`src/rtl/mxint_cast.sv`:
```
// MXINT cast: renormalises a wide-mantissa block to OUT_MAN_W-bit mantissas with an adjusted shared exponent.
// Optional round-half-up on the right shift when MXINT_CAST_ROUND_EN is defined; otherwise truncation toward -inf.
module mxint_cast #(
   parameter int IN_MAN_W   = 10,
   parameter int OUT_MAN_W  = 4,
   parameter int EXP_W      = 8,
   parameter int BLOCK_SIZE = 4
) (
   input  logic                 clk,
   input  logic                 rst,
   input  logic [IN_MAN_W-1:0]  mdata_in_0 [BLOCK_SIZE],
   input  logic [EXP_W-1:0]     edata_in_0,
   input  logic                 data_in_0_valid,
   output logic                 data_in_0_ready,
   output logic [OUT_MAN_W-1:0] mdata_out_0 [BLOCK_SIZE],
   output logic [EXP_W-1:0]     edata_out_0,
   output logic                 data_out_0_valid,
   input  logic                 data_out_0_ready
);

   localparam int SH_W = $clog2(IN_MAN_W) + 1;

   localparam logic signed [IN_MAN_W:0] MAN_MAX = (IN_MAN_W+1)'((1 << (OUT_MAN_W-1)) - 1);
   localparam logic signed [IN_MAN_W:0] MAN_MIN = (IN_MAN_W+1)'(-(1 << (OUT_MAN_W-1)));
   localparam logic [OUT_MAN_W-1:0]     OUT_MAX = {1'b0, {(OUT_MAN_W-1){1'b1}}};
   localparam logic [OUT_MAN_W-1:0]     OUT_MIN = {1'b1, {(OUT_MAN_W-1){1'b0}}};
   localparam logic signed [EXP_W:0]    EXP_MAX = (EXP_W+1)'((1 << (EXP_W-1)) - 1);
   localparam logic [EXP_W-1:0]         EXP_MAX_OUT = {1'b0, {(EXP_W-1){1'b1}}};
   localparam logic [EXP_W-1:0]         MIN_EXP = {1'b1, {(EXP_W-1){1'b0}}};

   logic                s1_valid_reg;
   logic [IN_MAN_W-1:0] s1_man_reg [BLOCK_SIZE];
   logic [EXP_W-1:0]    s1_exp_reg;
   logic [SH_W-1:0]     s1_shift_reg;
   logic                s1_zero_reg;

   logic                s2_can_load;
   logic [BLOCK_SIZE*SH_W-1:0]      len_flat;
   logic [BLOCK_SIZE-1:0]           lane_zero;
   logic [SH_W-1:0]                 max_len;
   logic [SH_W-1:0]                 shift_next;
   logic [BLOCK_SIZE*OUT_MAN_W-1:0] lane_out_flat;
   logic signed [EXP_W:0]           exp_sum;
   logic                            exp_ovf;

   assign s2_can_load     = !data_out_0_valid || data_out_0_ready;
   assign data_in_0_ready = !s1_valid_reg || s2_can_load;

   // Signed bit length: fold negatives onto their complement, then the highest set bit + 2.
   generate
      for (genvar gi = 0; gi < BLOCK_SIZE; gi++) begin : g_len
         logic [IN_MAN_W-1:0] folded;
         logic [SH_W-1:0]     lane_len;
         assign folded = mdata_in_0[gi] ^ {IN_MAN_W{mdata_in_0[gi][IN_MAN_W-1]}};
         always_comb begin
            lane_len = SH_W'(1);
            for (int b = 0; b < IN_MAN_W-1; b++) begin
               if (folded[b]) lane_len = SH_W'(b + 2);
            end
         end
         assign len_flat[gi*SH_W +: SH_W] = lane_len;
         assign lane_zero[gi] = (mdata_in_0[gi] == '0);
      end
   endgenerate

   always_comb begin
      max_len = SH_W'(1);
      for (int i = 0; i < BLOCK_SIZE; i++) begin
         if (len_flat[i*SH_W +: SH_W] > max_len) max_len = len_flat[i*SH_W +: SH_W];
      end
   end

   assign shift_next = (max_len > SH_W'(OUT_MAN_W)) ? max_len - SH_W'(OUT_MAN_W) : '0;

   always_ff @(posedge clk or negedge rst) begin
      if (!rst) begin
         s1_valid_reg <= 1'b0;
         s1_exp_reg   <= '0;
         s1_shift_reg <= '0;
         s1_zero_reg  <= 1'b0;
         for (int i = 0; i < BLOCK_SIZE; i++) s1_man_reg[i] <= '0;
      end else if (data_in_0_ready) begin
         s1_valid_reg <= data_in_0_valid;
         if (data_in_0_valid) begin
            s1_exp_reg   <= edata_in_0;
            s1_shift_reg <= shift_next;
            s1_zero_reg  <= &lane_zero;
            for (int i = 0; i < BLOCK_SIZE; i++) s1_man_reg[i] <= mdata_in_0[i];
         end
      end
   end

   // One guard bit keeps e + s from wrapping before the overflow test.
   assign exp_sum = {s1_exp_reg[EXP_W-1], s1_exp_reg} + (EXP_W+1)'(s1_shift_reg);
   assign exp_ovf = exp_sum > EXP_MAX;

   generate
      for (genvar gi = 0; gi < BLOCK_SIZE; gi++) begin : g_lane
         logic signed [IN_MAN_W:0] ext;
         logic signed [IN_MAN_W:0] shifted;
         logic [OUT_MAN_W-1:0]     lane_out;
         assign ext = $signed({s1_man_reg[gi][IN_MAN_W-1], s1_man_reg[gi]});
`ifdef MXINT_CAST_ROUND_EN
         logic signed [IN_MAN_W:0] rnd_bias;
         logic signed [IN_MAN_W:0] biased;
         assign rnd_bias = (s1_shift_reg == '0) ? '0
                         : $signed((IN_MAN_W+1)'(1) << (s1_shift_reg - SH_W'(1)));
         assign biased   = ext + rnd_bias;
         assign shifted  = biased >>> s1_shift_reg;
`else
         assign shifted  = ext >>> s1_shift_reg;
`endif
         always_comb begin
            if (s1_zero_reg) begin
               lane_out = '0;
            end else if (exp_ovf) begin
               if (ext < 0)       lane_out = OUT_MIN;
               else if (ext == 0) lane_out = '0;
               else               lane_out = OUT_MAX;
            end else if (shifted > MAN_MAX) begin
               lane_out = OUT_MAX;
            end else if (shifted < MAN_MIN) begin
               lane_out = OUT_MIN;
            end else begin
               lane_out = shifted[OUT_MAN_W-1:0];
            end
         end
         assign lane_out_flat[gi*OUT_MAN_W +: OUT_MAN_W] = lane_out;
      end
   endgenerate

   always_ff @(posedge clk or negedge rst) begin
      if (!rst) begin
         data_out_0_valid <= 1'b0;
         edata_out_0      <= MIN_EXP;
         for (int i = 0; i < BLOCK_SIZE; i++) mdata_out_0[i] <= '0;
      end else if (s2_can_load) begin
         data_out_0_valid <= s1_valid_reg;
         if (s1_valid_reg) begin
            if (s1_zero_reg)  edata_out_0 <= MIN_EXP;
            else if (exp_ovf) edata_out_0 <= EXP_MAX_OUT;
            else              edata_out_0 <= exp_sum[EXP_W-1:0];
            for (int i = 0; i < BLOCK_SIZE; i++) mdata_out_0[i] <= lane_out_flat[i*OUT_MAN_W +: OUT_MAN_W];
         end
      end
   end

endmodule
```
`config.mk`:
```
export PLATFORM = sky130hd
export DESIGN_NAME = mxint_cast
export DESIGN_NICKNAME = d
export VERILOG_FILES = /design/src/rtl/mxint_cast.sv
export SDC_FILE = /design/constraint.sdc
export NUM_CORES = 1
export LEC_CHECK = 0
export ABC_AREA = 1
export BUFFER_PORTS_ARGS = -buffer_cell sky130_fd_sc_hd__clkbuf_2
export CORE_MARGIN = 3
export CORE_UTILIZATION = 42
export CTS_CLUSTER_DIAMETER = 80
export DETAILED_ROUTE_END_ITERATION = 16
export PLACE_DENSITY = 0.6
export SYNTH_ARGS = -nofsm -noshare
export SYNTH_HDL_FRONTEND = slang
export SYNTH_SLANG_ARGS = --single-unit
export TNS_END_PERCENT = 5
```
`constraint.sdc`:
```
create_clock -name clk -period 3.54 [get_ports clk]
set_input_delay 0.708 -clock clk [delete_from_list [all_inputs] [get_ports clk]]
set_output_delay 0.708 -clock clk [all_outputs]
set_load 0.01 [all_outputs]
```
==> results of run 1 <==
==> cells by family after synthesis <==
kind of cell,Yosys count,share of synthesized area
AOI/OAI and AO/OA,185,0.167
buffers and inverters,135,0.0935
and+or+nand+nor,485,0.326
muxes,2,0.00321
DFF,80,0.321
adders and majority gates,22,0.0453
xor gates and xnor gates,31,0.0435
==> area by class of cell <==
| cell class | count | area [um2] |
|---|---|---|
| fill | 1360 | 6100 |
| multi-input combinational | 725 | 4130 |
| sequential | 80 | 2000 |
| timing repair buffer | 158 | 1050 |
| inverter | 95 | 392 |
| clock buffer | 12 | 246 |
| tap | 180 | 225 |
| clock inverter | 4 | 53.8 |
==> power groups by stage <==
stage / Sequential, mW / Combinational [mW] / Clock, mW
2_1_floorplan: 1.35 / 2.14 / 0
3_3_place_gp: 1.33 / 2.85 / 0
3_5_place_dp: 1.33 / 2.85 / 0
4_1_cts: 1.32 / 3.07 / 0.954
5_1_grt: 1.35 / 3.75 / 0.995
6_report: 1.32 / 3.33 / 0.935
==> layer usage <==
layer / up-vias / wire length (um)
met1: 2777 / 8630
met2: 135 / 7320
met4: 0 / 303
li1: 3330 / -
met3: 19 / 687
met5: - / 0
==> through the flow <==
| stage | setup TNS (ns) | cells | util |
|---|---|---|---|
| final | -1.43 | 1254 | 0.571 |
| after global routing | -2.18 | 1254 | 0.571 |
| after CTS | -1.06 | 1247 | 0.549 |
| after detailed placement | -3.36 | 1222 | 0.506 |
| after global placement | -2.96 | 1222 | 0.506 |
| after floorplan | -1.75 | 940 | - |
==> cell usage after synthesis (5+ instances only) <==
master and instances:
sky130_fd_sc_hd__nor4_1 11, sky130_fd_sc_hd__nand4_1 8, sky130_fd_sc_hd__dfrtp_1 79, sky130_fd_sc_hd__xnor2_1 19
sky130_fd_sc_hd__o21ai_2 5, sky130_fd_sc_hd__nor2_1 28, sky130_fd_sc_hd__o21ai_0 71, sky130_fd_sc_hd__xor2_1 12
sky130_fd_sc_hd__nand2_1 368, sky130_fd_sc_hd__clkbuf_1 16, sky130_fd_sc_hd__ha_1 21, sky130_fd_sc_hd__a21oi_1 30
sky130_fd_sc_hd__o21ai_1 48, sky130_fd_sc_hd__nand3_1 49, sky130_fd_sc_hd__inv_1 88, sky130_fd_sc_hd__buf_2 11
sky130_fd_sc_hd__o211ai_1 14
==> worst max-delay path by stage <==
stage	to	cells after the start
finish	s1_shift_reg[1]	35
global route	s1_shift_reg[1]	31
CTS	s1_shift_reg[0]	34
detailed placement	s1_shift_reg[1]	32
global placement	s1_shift_reg[1]	36
floorplan	s1_shift_reg[1]	36
==> worst register-to-register path, cell delays in order, from the launching register on <==
cell,delay [ns]
sky130_fd_sc_hd__dfrtp_1,0.41
sky130_fd_sc_hd__ha_1,0.34
sky130_fd_sc_hd__a21oi_1,0.20
sky130_fd_sc_hd__nand2_1,0.07
sky130_fd_sc_hd__nand2_1,0.09
sky130_fd_sc_hd__nand2_1,0.07
sky130_fd_sc_hd__a21oi_2,0.19
sky130_fd_sc_hd__o21ai_1,0.13
sky130_fd_sc_hd__o21ai_4,0.40
sky130_fd_sc_hd__a21oi_1,0.19
sky130_fd_sc_hd__nand2_1,0.12
sky130_fd_sc_hd__nand2_1,0.05
==> repair_timing <==
| action | 4_1_cts | 5_1_grt |
|---|---|---|
| cloned | 2 | 0 |
| resized for setup | 49 | 62 |
| pin swaps | 36 | 43 |
| buffers inserted | 7 | 7 |
| setup endpoints to repair | 3 | 3 |
==> reports/summary.log, run 1 <==
[yosys] Mapped Cells 940
[yosys] number of synthesis warnings 0
[detailed_routing] number of design rule violations left after detail routing 0
[layout] most common library cell in the layout ignoring fill and taps sky130_fd_sc_hd__nand2_1
[global_routing] number of global-route vias before repair 5745
[floorplanning] die outline area 0.0164 mm2
[clock_network] clock root buffer master sky130_fd_sc_hd__clkbuf_16
[global_routing] wire length of the first global-routing pass 28100 um
[timing] Hold Slack 0.407 ns
[place] Area after DPL 0.00718 mm2
[floorplanning] horizontal die dimension 128 um
[yosys] top_reg_cell synth sky130_fd_sc_hd__dfrtp_1
[layout] Layout Cell Area excl Fill 0.00811 mm2
[power] Lkg Pwr 4.11 nW
[power] switching share of power 0.455
[yosys] async set-reset flop share out of synthesis 1.00
[clock_network] CTS Buffer Depth 2
[clock_network] number of sinks driven by the clock tree 80
[worst_setup_path] kind of launch point of the worst setup path input port
[timing] headroom to the max-slew limit 0.530
[detailed_routing] post-detailed-route count of antenna-violating nets 0
[floorplanning] starting density of the core 0.439
[timing] setup ws final -0.521 ns
[power] Logic pwr share 0.596
[worst_setup_path] critical path launch point mdata_in_0[29]
[power] VDD IR max 427 uV
[layout] number of flip-flops under the largest register name 40
[clock_network] post-CTS clock slew at the launch and capture registers of the worst setup and hold paths 0.06 ns
[detailed_routing] Initial DRT Pass Iterations 5
[detailed_routing] drt total wl 16900 um
[detailed_routing] per-cell routed wire length 13.5 um
[layout] Inserted Diodes 0
[timing] clock skew after layout 0.00801 ns
[worst_setup_path] buffering stage count on the worst path with inverters included 6
[timing] shortest clock period the worst path allows after layout 4.06 ns
[power] power share of the sequential group 0.236
[yosys] Synth top area share 0.317
[detailed_routing] number of DRC violations after detailed-routing iteration 0 380
[yosys] number of enable-type register cells in the synthesized netlist 0
[layout] most used cells in the layout excluding fill and tap cells 337 x sky130_fd_sc_hd__nand2_1, 79 x sky130_fd_sc_hd__dfrtp_1, 79 x sky130_fd_sc_hd__buf_4, 74 x sky130_fd_sc_hd__inv_1, 72 x sky130_fd_sc_hd__clkbuf_2
[clock_network] H-tree lvl count 3
[detailed_routing] number of vias per cell 4.99
[yosys] Syn Area/Cell 6.64 um2
[worst_setup_path] critical path's top delay family simple AND/OR/NAND/NOR gates
[worst_setup_path] max incr delay on CP 0.33 ns
[worst_setup_path] CP Max Fanout 8
[layout] fraction of final layout cells sized beyond drive strength 1 0.269
[yosys] cell accounting for the most synthesized area sky130_fd_sc_hd__dfrtp_1
[floorplanning] y dimension of the die 128 um
[yosys] cell types with the largest area share after synthesis sky130_fd_sc_hd__dfrtp_1 32%, sky130_fd_sc_hd__nand2_1 22%, sky130_fd_sc_hd__o21ai_0 5.7%
[worst_setup_path] CP most frequent cell sky130_fd_sc_hd__nand2_2
[yosys] share of synthesized area occupied by flip-flops and latches 0.321
[global_routing] most used routing layer in global routing met2
[power] internal power component 3.04 mW
[global_routing] overflow left after global routing 0
[worst_setup_path] Critical Path Slowest Stage Cell sky130_fd_sc_hd__ha_1
[global_routing] number of antenna violations at the first check in global routing 0
[run_status] violations in the final reports setup timing
[global_routing] maximum number of pins on one net before global-route repair 61
[global_routing] met3 track demand over resource 0.0267
[worst_setup_path] R2R setup slack 1.18 ns
[timing] number of hold-slack violations in the final timing report 0
[worst_setup_path] logic depth of the worst register-to-register path 11
[clock_network] CTS tree built
[clock_network] number of buffers created by CTS 9
[min_path] Hold WC Path Type in -> async
[floorplanning] Core ar. 0.0142 mm2
[floorplanning] Top Ports 78
[timing] RSZ-0062 raised after global routing true
[clock_network] number of hold buffers added after cts 0
[worst_setup_path] type of the setup path with the least slack in -> reg
[yosys] distinct cell type count after synthesis 49
[layout] number of nets in the layout 1143
[global_routing] overall global routing resource usage 0.210
[power] total power density per cell area 689 mW/mm2
[clock_network] worst skew pair latency 0.34 ns
[yosys] Synth Register Bits 80
[timing] post-route fraction of the period consumed by the critical path 1.15
[global_routing] met1 usage in global routing 0.309
[worst_setup_path] critical path required time 3.77 ns
[worst_setup_path] capture point of the worst reg-to-reg path mdata_out_0[13]
[timing] measured slew at the worst slew-check pin 0.705 ns
[place] Placement Setup Slack -1.16 ns
[timing] Max Fclk 0.246 GHz
[yosys] post-synth design cell area 0.00624 mm2
[place] PortBufs 77
[job] max-cap violations 0
[worst_setup_path] endpoint kind of the worst setup timing path flip-flop
[place] DPL Wire Length 12800 um
[power] switching power summed over all nets 2.54 mW
[layout] post-synthesis to final-layout area growth 29.9%
[power] Power, Total 5.58 mW
[place] final weighted congestion in routability-driven placement 0.910
[floorplanning] number of placement rows 43
[detailed_routing] vias after detailed routing 6261
[worst_setup_path] CP arrival 4.29 ns
[worst_setup_path] start of the worst register-to-register path s1_shift_reg[2]
[timing] max-slew violation total from the final report 0
[global_routing] GRT met2 Usage 0.313
[run_status] outcome finished, violations left
[yosys] net count of the mapped netlist 1014
[timing] final count of negative-setup-slack endpoints 3
[power] clock power share 0.167
(Power assumes the default switching activity.)
==> run 2: changes to the inputs <==
--- a/config.mk
+++ b/config.mk
@@ -11,7 +11,7 @@
 export CORE_UTILIZATION = 42
 export CTS_CLUSTER_DIAMETER = 80
 export DETAILED_ROUTE_END_ITERATION = 16
-export PLACE_DENSITY = 0.6
+export PLACE_DENSITY_LB_ADDON = 0.3
 export SYNTH_ARGS = -nofsm -noshare
 export SYNTH_HDL_FRONTEND = slang
 export SYNTH_SLANG_ARGS = --single-unit
==> run 2 against run 1 <==
  * The run still ends with setup timing left
  * Power increased by 4.8%
  * Global-route usage decreased by 0.33 points
  * Clock skew increased by 0.00076 ns
  * Die area unchanged
  * First-iteration DRC count increased by 28%
  * Largest power group unchanged
  * Highest routed layer unchanged
==> reports/summary.log, run 2 (synthesis results as in run 1) <==
[run_status] outcome finished, violations left
[run_status] violations in the final reports setup timing
[timing] RSZ-0062 raised after global routing true
[detailed_routing] number of DRC violations after detailed-routing iteration 0 487 [+28%]
[power] total power density per cell area 728 mW/mm2 [+5.7%]
[timing] setup ws final -0.545 ns [-0.0241 ns]
[global_routing] overall global routing resource usage 0.206 [-0.00329]
[layout] final-layout fill cell count 1382 [+1.6%]
[detailed_routing] drt total wl 16900 um [-0.20%]
[layout] fraction of final layout cells sized beyond drive strength 1 0.264 [-0.00554]
[timing] max-slew violation total from the final report 0 [unchanged]
[worst_setup_path] CP Max Fanout 8 [unchanged]
[worst_setup_path] critical path required time 3.77 ns [about the same]
[min_path] Worst Hold Path Cells 2
[min_path] Hold WC Path Type reg -> reg
[worst_setup_path] endpoint kind of the worst setup timing path flip-flop
[layout] post-synthesis to final-layout area growth 28.9%
[worst_setup_path] critical path's top delay family simple AND/OR/NAND/NOR gates
[clock_network] number of buffers created by CTS 9 [unchanged]
[detailed_routing] number of design rule violations left after detail routing 0 [unchanged]
[worst_setup_path] capture point of the worst reg-to-reg path mdata_out_0[0]
[timing] post-route fraction of the period consumed by the critical path 1.15 [+0.00682]
[job] max-cap violations 0 [unchanged]
[worst_setup_path] R2R setup slack 0.77 ns [-0.41 ns]
[worst_setup_path] type of the setup path with the least slack in -> reg
[timing] clock skew after layout 0.00877 ns [+0.000758 ns]
[global_routing] number of global-route vias before repair 5835 [+1.6%]
[clock_network] H-tree lvl count 3 [unchanged]
[power] Power, Total 5.85 mW [+4.8%]
[place] PortBufs 77 [unchanged]
[worst_setup_path] CP arrival 4.32 ns [+0.03 ns]
[worst_setup_path] Critical Path Slowest Stage Cell sky130_fd_sc_hd__ha_1
[layout] sequential cell area 0.00200 mm2 [unchanged]
[place] DPL Wire Length 12400 um [-2.9%]
[floorplanning] Top Ports 78 [unchanged]
[floorplanning] die outline area 0.0164 mm2 [unchanged]
[layout] most common library cell in the layout ignoring fill and taps sky130_fd_sc_hd__nand2_1
[worst_setup_path] max incr delay on CP 0.29 ns [-0.04 ns]
[global_routing] overflow left after global routing 0 [unchanged]
[worst_setup_path] buffering stage count on the worst path with inverters included 5 [-1]
[clock_network] CTS Buffer Depth 2 [unchanged]
[timing] final count of negative-setup-slack endpoints 3 [unchanged]
[worst_setup_path] start of the worst register-to-register path s1_shift_reg[2]
[floorplanning] Core ar. 0.0142 mm2 [unchanged]
[layout] number of nets in the layout 1139 [-0.35%]
[detailed_routing] number of vias per cell 5.06 [+1.4%]
[place] final weighted congestion in routability-driven placement 0.955 [+4.9%]
[place] count of placed standard cells including taps 1215 [-0.57%]
[timing] number of hold-slack violations in the final timing report 0 [unchanged]
[worst_setup_path] logic depth of the worst register-to-register path 11 [unchanged]
[detailed_routing] vias after detailed routing 6328 [+1.1%]
[power] Lkg Pwr 4.10 nW [-0.33%]
[clock_network] worst skew pair latency 0.34 ns [about the same]
[timing] measured slew at the worst slew-check pin 0.993 ns [+0.288 ns]
[clock_network] clock root buffer master sky130_fd_sc_hd__clkbuf_16
[global_routing] number of antenna violations at the first check in global routing 0 [unchanged]
[floorplanning] horizontal die dimension 128 um [unchanged]
[detailed_routing] post-detailed-route count of antenna-violating nets 0 [unchanged]
[clock_network] CTS tree built
[clock_network] post-CTS clock slew at the launch and capture registers of the worst setup and hold paths 0.06 ns [about the same]
[timing] Max Fclk 0.245 GHz [-0.59%]
[global_routing] wire length of the first global-routing pass 27800 um [-1.3%]
[layout] Layout Cells excl Fill 1250 [-0.32%]
[detailed_routing] Initial DRT Pass Iterations 6 [+1]
[worst_setup_path] kind of launch point of the worst setup path input port
[min_path] Hold Crit Endpoint edata_out_0[7]
[power] VDD IR max 377 uV [-12%]
[detailed_routing] per-cell routed wire length 13.5 um [+0.12%]
[layout] Core Util, Final 0.566 [-0.00449]
[global_routing] maximum number of pins on one net before global-route repair 81 [+33%]
[floorplanning] y dimension of the die 128 um [unchanged]
[layout] area of the multi-input gates 0.00405 mm2 [-2.1%]
[floorplanning] starting density of the core 0.439 [unchanged]
[worst_setup_path] CP most frequent cell sky130_fd_sc_hd__nand2_2
[timing] headroom to the max-slew limit 0.338 [-0.192]
[layout] number of flip-flops under the largest register name 40 [unchanged]
[floorplanning] number of placement rows 43 [unchanged]
[timing] shortest clock period the worst path allows after layout 4.09 ns [+0.0241 ns]
[layout] Inserted Diodes 0 [unchanged]
[clock_network] number of sinks driven by the clock tree 80 [unchanged]
[layout] most used cells in the layout excluding fill and tap cells 338 x sky130_fd_sc_hd__nand2_1, 79 x sky130_fd_sc_hd__dfrtp_1, 78 x sky130_fd_sc_hd__inv_1, 76 x sky130_fd_sc_hd__buf_4, 72 x sky130_fd_sc_hd__clkbuf_2
[min_path] worst hold path startpoint edata_out_0[7]
[run 2: worst max-delay path by stage]
stage | start | to | slack (ns) | depth (start not counted)
floorplan | mdata_in_0[29] | s1_shift_reg[1] | -0.63 | 36
global placement | mdata_in_0[29] | s1_shift_reg[1] | -1.02 | 36
detailed placement | mdata_in_0[29] | s1_shift_reg[1] | -1.15 | 36
CTS | mdata_in_0[29] | s1_shift_reg[1] | -0.43 | 34
global route | mdata_in_0[30] | s1_shift_reg[0] | -0.86 | 37
finish | mdata_in_0[29] | s1_shift_reg[0] | -0.55 | 31
[run 2: power breakdown]
part	switching [mW]	internal, mW
Sequential	0.198	1.14
Combinational	2.01	1.35
Clock	0.386	0.763
Total	2.59	3.26
[run 2: area by class of cell]
type | count | area share
clock inverters | 7 | 0.0177
well taps | 180 | 0.0280
multi-input cells | 725 | 0.503
clock buffers | 9 | 0.0280
repair buffers | 154 | 0.127
inverters | 95 | 0.0475
flip-flops and latches | 80 | 0.249
[run 2: repair_timing]
action                                  4_1_cts  5_1_grt
hold buffers                                  0        0
pin swaps                                    39       36
endpoints found under the setup margin        3        3
gates cloned                                  2        0
buffers inserted                             13        4
gates resized for setup                      44       44
[run 2: per-stage QoR]
step	area, um2	setup slack [ns]	hold slack, ns	setup TNS (ns)
final	8040	-0.545	0.459	-1.49
after global routing	8040	-0.864	0.491	-2.40
after CTS	7850	-0.432	0.464	-1.21
after detailed placement	7130	-1.15	0.454	-3.33
after global placement	7130	-1.02	0.453	-2.92
after floorplan	6310	-0.628	0.412	-1.75
[run 2: routing by layer]
metal,GRT usage,part of all wire
met5,0,0
met4,0.0618,0.018
met3,0.0321,0.052
met2,0.317,0.44
met1,0.300,0.49
[run 2: tightest hold or removal path: stages, from the launching register on]
cell	delay [ns]
sky130_fd_sc_hd__dfstp_2	0.37
sky130_fd_sc_hd__inv_1	0.04
sky130_fd_sc_hd__a21oi_1	0.05
